**src/rtl/call_stack_pkg.sv**
```systemverilog
// Shared constants and types for the return-address stack: overflow policies
// (also decoded by the Controller) and the push/pop operation encoding.
package call_stack_pkg;

   localparam int OVF_SATURATE = 0;
   localparam int OVF_WRAP     = 1;

   typedef enum logic [1:0] {
      OP_IDLE    = 2'b00,
      OP_POP     = 2'b01,
      OP_PUSH    = 2'b10,
      OP_REPLACE = 2'b11
   } stack_op_e;

   function automatic int count_width(input int depth);
      return $clog2(depth + 1);
   endfunction

endpackage

```
**src/rtl/call_stack_if.sv**
```systemverilog
// Handshake/data bundle between the datapath (master) and the call stack (slave).
interface call_stack_if #(
   parameter int WIDTH = 12,
   parameter int DEPTH = 8
);
   import call_stack_pkg::*;

   localparam int CW = count_width(DEPTH);

   logic             push;
   logic             pop;
   logic             flush;
   logic             clr_err;
   logic [WIDTH-1:0] push_data;
   logic [WIDTH-1:0] top_data;
   logic [CW-1:0]    count;
   logic             empty;
   logic             full;
   logic             stack_overflow;
   logic             stack_underflow;

   modport master (
      output push, pop, flush, clr_err, push_data,
      input  top_data, count, empty, full, stack_overflow, stack_underflow
   );

   modport slave (
      input  push, pop, flush, clr_err, push_data,
      output top_data, count, empty, full, stack_overflow, stack_underflow
   );

endinterface

```
**src/rtl/call_stack_ptr.sv**
```systemverilog
// Top-pointer and occupancy bookkeeping for the circular call stack, plus the
// sticky error flags and the storage write strobe/index.
module call_stack_ptr
   import call_stack_pkg::*;
#(
   parameter int DEPTH    = 8,
   parameter int OVF_MODE = OVF_SATURATE,
   localparam int PW      = $clog2(DEPTH),
   localparam int CW      = count_width(DEPTH)
) (
   input  logic          clk,
   input  logic          rst,
   input  logic          push,
   input  logic          pop,
   input  logic          flush,
   input  logic          clr_err,
   output logic [PW-1:0] tp,
   output logic [CW-1:0] count,
   output logic          stack_overflow,
   output logic          stack_underflow,
   output logic          wr_en,
   output logic [PW-1:0] wr_idx
);

   stack_op_e     op;
   logic [PW-1:0] tp_inc;
   logic [PW-1:0] tp_dec;
   logic [PW-1:0] tp_next;
   logic [CW-1:0] count_next;
   logic          is_empty;
   logic          is_full;
   logic          ovf_set;
   logic          unf_set;

   assign op       = stack_op_e'({push, pop});
   assign is_empty = (count == '0);
   assign is_full  = (count == CW'(DEPTH));

   // Explicit wrap so non-power-of-two depths stay in range
   assign tp_inc = (tp == PW'(DEPTH - 1)) ? '0 : tp + 1'b1;
   assign tp_dec = (tp == '0) ? PW'(DEPTH - 1) : tp - 1'b1;

   always_comb begin
      tp_next    = tp;
      count_next = count;
      wr_en      = 1'b0;
      wr_idx     = tp;
      ovf_set    = 1'b0;
      unf_set    = 1'b0;
      if (flush) begin
         count_next = '0;
      end else begin
         case (op)
            OP_IDLE: ;
            OP_PUSH: begin
               if (!is_full) begin
                  tp_next    = is_empty ? tp : tp_inc;
                  wr_idx     = tp_next;
                  wr_en      = 1'b1;
                  count_next = count + 1'b1;
               end else begin
                  ovf_set = 1'b1;
                  if (OVF_MODE == OVF_WRAP) begin
                     tp_next = tp_inc;
                     wr_idx  = tp_inc;
                     wr_en   = 1'b1;
                  end
               end
            end
            OP_POP: begin
               if (!is_empty) begin
                  count_next = count - 1'b1;
                  if (count != CW'(1)) tp_next = tp_dec;
               end else begin
                  unf_set = 1'b1;
               end
            end
            OP_REPLACE: begin
               // On an empty stack the pop half is an error but the push still lands
               wr_en = 1'b1;
               if (is_empty) begin
                  unf_set    = 1'b1;
                  count_next = CW'(1);
               end
            end
         endcase
      end
   end

   always_ff @(posedge clk or posedge rst) begin
      if (rst) begin
         tp              <= '0;
         count           <= '0;
         stack_overflow  <= 1'b0;
         stack_underflow <= 1'b0;
      end else begin
         tp              <= tp_next;
         count           <= count_next;
         stack_overflow  <= ovf_set | (stack_overflow & ~clr_err);
         stack_underflow <= unf_set | (stack_underflow & ~clr_err);
      end
   end

endmodule

```
**src/rtl/call_stack.sv**
```systemverilog
// Parametrised return-address/data stack; top entry is readable combinationally
// so a return can consume it in the same cycle it pops.
module call_stack
   import call_stack_pkg::*;
#(
   parameter int WIDTH    = 12,
   parameter int DEPTH    = 8,
   parameter int OVF_MODE = OVF_SATURATE
) (
   input logic         clk,
   input logic         rst,
   call_stack_if.slave bus
);

   localparam int PW = $clog2(DEPTH);
   localparam int CW = count_width(DEPTH);

   logic [WIDTH-1:0] mem [DEPTH];
   logic [PW-1:0]    tp;
   logic [PW-1:0]    wr_idx;
   logic [CW-1:0]    count;
   logic             wr_en;

   call_stack_ptr #(
      .DEPTH    (DEPTH),
      .OVF_MODE (OVF_MODE)
   ) u_ptr (
      .clk             (clk),
      .rst             (rst),
      .push            (bus.push),
      .pop             (bus.pop),
      .flush           (bus.flush),
      .clr_err         (bus.clr_err),
      .tp              (tp),
      .count           (count),
      .stack_overflow  (bus.stack_overflow),
      .stack_underflow (bus.stack_underflow),
      .wr_en           (wr_en),
      .wr_idx          (wr_idx)
   );

   // Storage is deliberately not reset; occupancy alone decides what is valid
   always_ff @(posedge clk) begin
      if (wr_en && !rst) mem[wr_idx] <= bus.push_data;
   end

   assign bus.top_data = (count != '0) ? mem[tp] : '0;
   assign bus.count    = count;
   assign bus.empty    = (count == '0);
   assign bus.full     = (count == CW'(DEPTH));

endmodule

```
**src/flat_wrapper.sv**
```systemverilog
// flat-port wrapper written by rule: the top's interface ports become plain ports
module call_stack_flat import call_stack_pkg::*;
#(
   parameter int WIDTH    = 12,
   parameter int DEPTH    = 8,
   parameter int OVF_MODE = OVF_SATURATE
)
  (clk, rst, bus_push, bus_pop, bus_flush, bus_clr_err, bus_push_data, bus_top_data, bus_count, bus_empty, bus_full, bus_stack_overflow, bus_stack_underflow);
  call_stack_if #(.WIDTH(WIDTH), .DEPTH(DEPTH)) bus_i ();
  input logic clk;
  input logic rst;
  input wire logic [$bits(bus_i.push)-1:0] bus_push;
  input wire logic [$bits(bus_i.pop)-1:0] bus_pop;
  input wire logic [$bits(bus_i.flush)-1:0] bus_flush;
  input wire logic [$bits(bus_i.clr_err)-1:0] bus_clr_err;
  input wire logic [$bits(bus_i.push_data)-1:0] bus_push_data;
  output wire logic [$bits(bus_i.top_data)-1:0] bus_top_data;
  output wire logic [$bits(bus_i.count)-1:0] bus_count;
  output wire logic [$bits(bus_i.empty)-1:0] bus_empty;
  output wire logic [$bits(bus_i.full)-1:0] bus_full;
  output wire logic [$bits(bus_i.stack_overflow)-1:0] bus_stack_overflow;
  output wire logic [$bits(bus_i.stack_underflow)-1:0] bus_stack_underflow;
  assign bus_i.push = bus_push;
  assign bus_i.pop = bus_pop;
  assign bus_i.flush = bus_flush;
  assign bus_i.clr_err = bus_clr_err;
  assign bus_i.push_data = bus_push_data;
  assign bus_top_data = bus_i.top_data;
  assign bus_count = bus_i.count;
  assign bus_empty = bus_i.empty;
  assign bus_full = bus_i.full;
  assign bus_stack_overflow = bus_i.stack_overflow;
  assign bus_stack_underflow = bus_i.stack_underflow;
  call_stack #(.WIDTH(WIDTH), .DEPTH(DEPTH), .OVF_MODE(OVF_MODE)) u_core (.clk(clk), .rst(rst), .bus(bus_i));
endmodule
```
**config.mk**
```make
export PLATFORM = sky130hd
export DESIGN_NAME = call_stack_flat
export DESIGN_NICKNAME = d
export VERILOG_FILES = /design/src/rtl/call_stack_pkg.sv /design/src/rtl/call_stack_if.sv /design/src/rtl/call_stack_ptr.sv /design/src/rtl/call_stack.sv /design/src/flat_wrapper.sv
export SDC_FILE = /design/constraint.sdc
export NUM_CORES = 1
export LEC_CHECK = 0
export CORE_AREA = 10 10 123 125
export DETAILED_ROUTE_END_ITERATION = 8
export DIE_AREA = 0 0 133 135
export GPL_TIMING_DRIVEN = 0
export SLEW_MARGIN = 20
export SYNTH_ARGS = -nofsm -noshare
export SYNTH_HDL_FRONTEND = slang
export SYNTH_HIERARCHICAL = 1
export SYNTH_SLANG_ARGS = --single-unit
```
**constraint.sdc**
```tcl
create_clock -name clk -period 4.58 [get_ports clk]
set_clock_uncertainty 0.1 [all_clocks]
set_input_delay 0.458 -clock clk [delete_from_list [all_inputs] [get_ports clk]]
set_output_delay 0.458 -clock clk [all_outputs]
set_load 0.01 [all_outputs]
```
==> qor.yml <==
setup_path:
  crit_chain: "inv_1 > ha_1 > nor2b_2 > or3_1 > buf_2 > mux2_4 > or3b_1 > nor3_2 > buf_6"
  worstPathRequired_ps: 4530
  cpPeakStageDelay_ps: 620
  rr_endpoint: "u_core/mem[0][10]"
  cp.buffers_inverters: 3
  rr_startpoint: "u_core/u_ptr/count[0]"
  start_kind: "flop"
  arrival_ps: 3600
  cp_max_fo: 8
  ff2ff_setup_slack_ps: 930
  slowest_stage: "nor3_2"
  rr_worst_depth: 9
  worstSetupEndpointType: "flop"
  criticalPathCategory: "flop to flop"
  crit_family: "simple AND/OR/NAND/NOR gates"
global_routing:
  first_global_vias: 2834
  grt_max_degree: 17
  grt_pass1_wl_um: 15880
  grt_overflow: 0
  antenna_found_initial: 0
  grt_use_total: 0.1159
cts:
  clockBufferDepth: 2
  numClockSinks: 105
  cts_resized: 0
  cts_setup_buffers: 0
  cts_inserted_buffers: 9
  clk_latency_ps: 340
  cts_tree: "done"
  cts_htree_levels: 3
  path_clk_slew_ps: 70
  cts-root-buf: "clkbuf_16"
  hold_buffers: 0
timing:
  min_period_over_period: 0.7962
  setup_tns_ps: 0
  slew_viol_final: 0
  setup_viol: 0
  period_minus_slack_ps: 3647
  max_freq_mhz: 274.2
  rsz0062_at_grt: "false"
  worst_pin_slew_ps: 843.0
  final_hold_viol_count: 0
  max_slew_margin: 0.4374
outcome:
  run_status: "finished clean"
synth:
  async_flop_share: 0.08571
  yosysWarnings: 6
  synth.ff_latch_count: 105
  ys.flop_type: "edfxtp_1"
  avgSynthCellArea_um2: 15.76
  synth_top_area_share: 0.6157
  synth_commonest_cells: "96 x edfxtp_1, 24 x mux2i_1, 22 x mux2_2"
  syn_nets: 323
  yosys.area.top_type: "edfxtp_1"
  synth_edf_count: 96
  synth-seq-area-share: 0.6638
  postSynthCellCount: 297
  yosysMostFrequentCell: "edfxtp_1"
  ys_types: 51
  synth_area_mm2: 0.004682
  synth_area_leaders: "edfxtp_1 62%, mux2_2 5.3%, mux2i_1 5.1%"
floorplan:
  rows: 41
  io_pins: 38
  die_x_um: 133
  initial_utilization: 0.3725
  fp.dieH_um: 135
  coreArea_mm2: 0.01257
  dieArea_mm2: 0.01796
routing:
  totalWireLength_um: 10440
  drc: 0
  detail_route.wl_per_cell_um: 19.96
  via_per_inst: 5.291
  ant_nets: 0
  drt_iter0_drc: 179
  vias: 2767
  firstDrtPassIters: 4
job:
  cap_violations: 0
power_and_ir_drop:
  power_density_mw_per_mm2: 519.3
  leakage_nw: 1.873
  ir_drop_mv: 0.2497
finish:
  syn2layout_area_growth_pct: 18.92
  nets: 373
  drive_gt1_frac: 0.2080
  n_antenna_cell: 0
  fin_util: 0.4430
place:
  finalWeightedCongestion: 0.8300
  dp_hpwl_um: 6782
  numPortBuffers: 37
hold_path:
  hp-class: "primary input to asynchronous set/reset pin"
-- worst reg2reg max path: stages, from the launching register on --
cell	delay (ps)
dfrtp_1	510
inv_1	160
ha_1	260
nor2b_2	180
or3_1	330
buf_2	160
mux2_4	300
or3b_1	480
nor3_2	620
buf_6	250
-- cells in the final DEF, fill, tap and decap left out, types with 3 or more instances in the layout --
| cell type | synthesis | layout |
|---|---|---|
| edfxtp_1 | 96 | 96 |
| mux2_1 | 3 | 3 |
| nor2_1 | 12 | 6 |
| a211oi_1 | 4 | 4 |
| nand2_1 | 3 | 3 |
| mux2i_1 | 24 | 24 |
| nor3_1 | 5 | 3 |
| buf_6 | 2 | 3 |
| clkbuf_16 | 0 | 9 |
| o21ai_0 | 7 | 7 |
| nand2b_1 | 6 | 6 |
| mux2_2 | 22 | 22 |
| ha_1 | 8 | 8 |
| clkbuf_1 | 5 | 8 |
| nor3_2 | 11 | 13 |
| buf_4 | 5 | 6 |
| clkdlybuf4s50_1 | 0 | 37 |
| o22ai_1 | 12 | 12 |
| inv_1 | 8 | 8 |
| nor2_2 | 0 | 6 |
| dfrtp_1 | 9 | 9 |
| a221oi_1 | 3 | 3 |
| a22o_1 | 13 | 13 |
-- final cells by class --
cell class	instances	area, um2
Clock inverter	3	20.02
Buffer	15	103.9
Fill cell	1138	7000
Timing Repair Buffer	39	389.1
Multi-Input combinational cell	169	1465
Tap cell	172	215.2
Inverter	8	30.03
Clock buffer	12	236.5
Sequential cell	105	3108
-- where the power goes --
group / leakage, nW / internal (mW) / switching (mW)
logic: 0.774 / 0.511 / 0.555
registers: 0.980 / 1.10 / 0.0477
clock network: 0.119 / 0.365 / 0.315
total: 1.87 / 1.97 / 0.918
-- kinds of logic after synthesis --
group	share of synthesized area
simple gates	0.07643
buf+inv	0.02859
flops	0.6638
compound gates	0.09193
mux	0.1179
fa+ha+maj	0.02138
-- registers in the layout, indices dropped and copies added (netlist names) --
name	flops
u_core/u_ptr/stack_underflow	1
u_core/mem	96
u_core/u_ptr/stack_overflow	1
u_core/u_ptr/count	4
u_core/u_ptr/tp	3
-- worst max-delay path by stage --
stage / startpoint / slack, ps / to / cells after the start
global route: u_core/u_ptr/count[0] / 730 / u_core/mem[0][6] / 9
floorplan: u_core/u_ptr/count[0] / 980 / u_core/mem[0][0] / 8
finish: u_core/u_ptr/count[0] / 930 / u_core/mem[0][10] / 9
global placement: bus_push / -50 / u_core/mem[0][9] / 7
detailed placement: bus_push / 780 / u_core/mem[0][5] / 8
CTS: u_core/u_ptr/count[0] / 890 / u_core/mem[0][6] / 9
-- routing by layer --
layer / track usage / vias to the layer above / routed length (um)
li1: - / 1275 / -
met1: 0.1419 / 1404 / 4519
met2: 0.1926 / 75 / 5192
met3: 0.02893 / 13 / 541
met4: 0.04462 / 0 / 188
met5: 0 / - / 0
-- per-stage QoR --
stage	cells	power (mW)	setup slack, ps	cell area [um2]	hold slack, ps
after CTS	523	2.930	887.1	5568	358.1
final	523	2.892	933.4	5568	354.5
after global placement	506	2.219	-54.98	5268	385.1
after floorplan	297	1.849	980.4	4682	185.9
after detailed placement	508	2.248	777.6	5311	375.1
after global routing	523	3.036	728.5	5568	407.5
(Power assumes the default switching activity.)
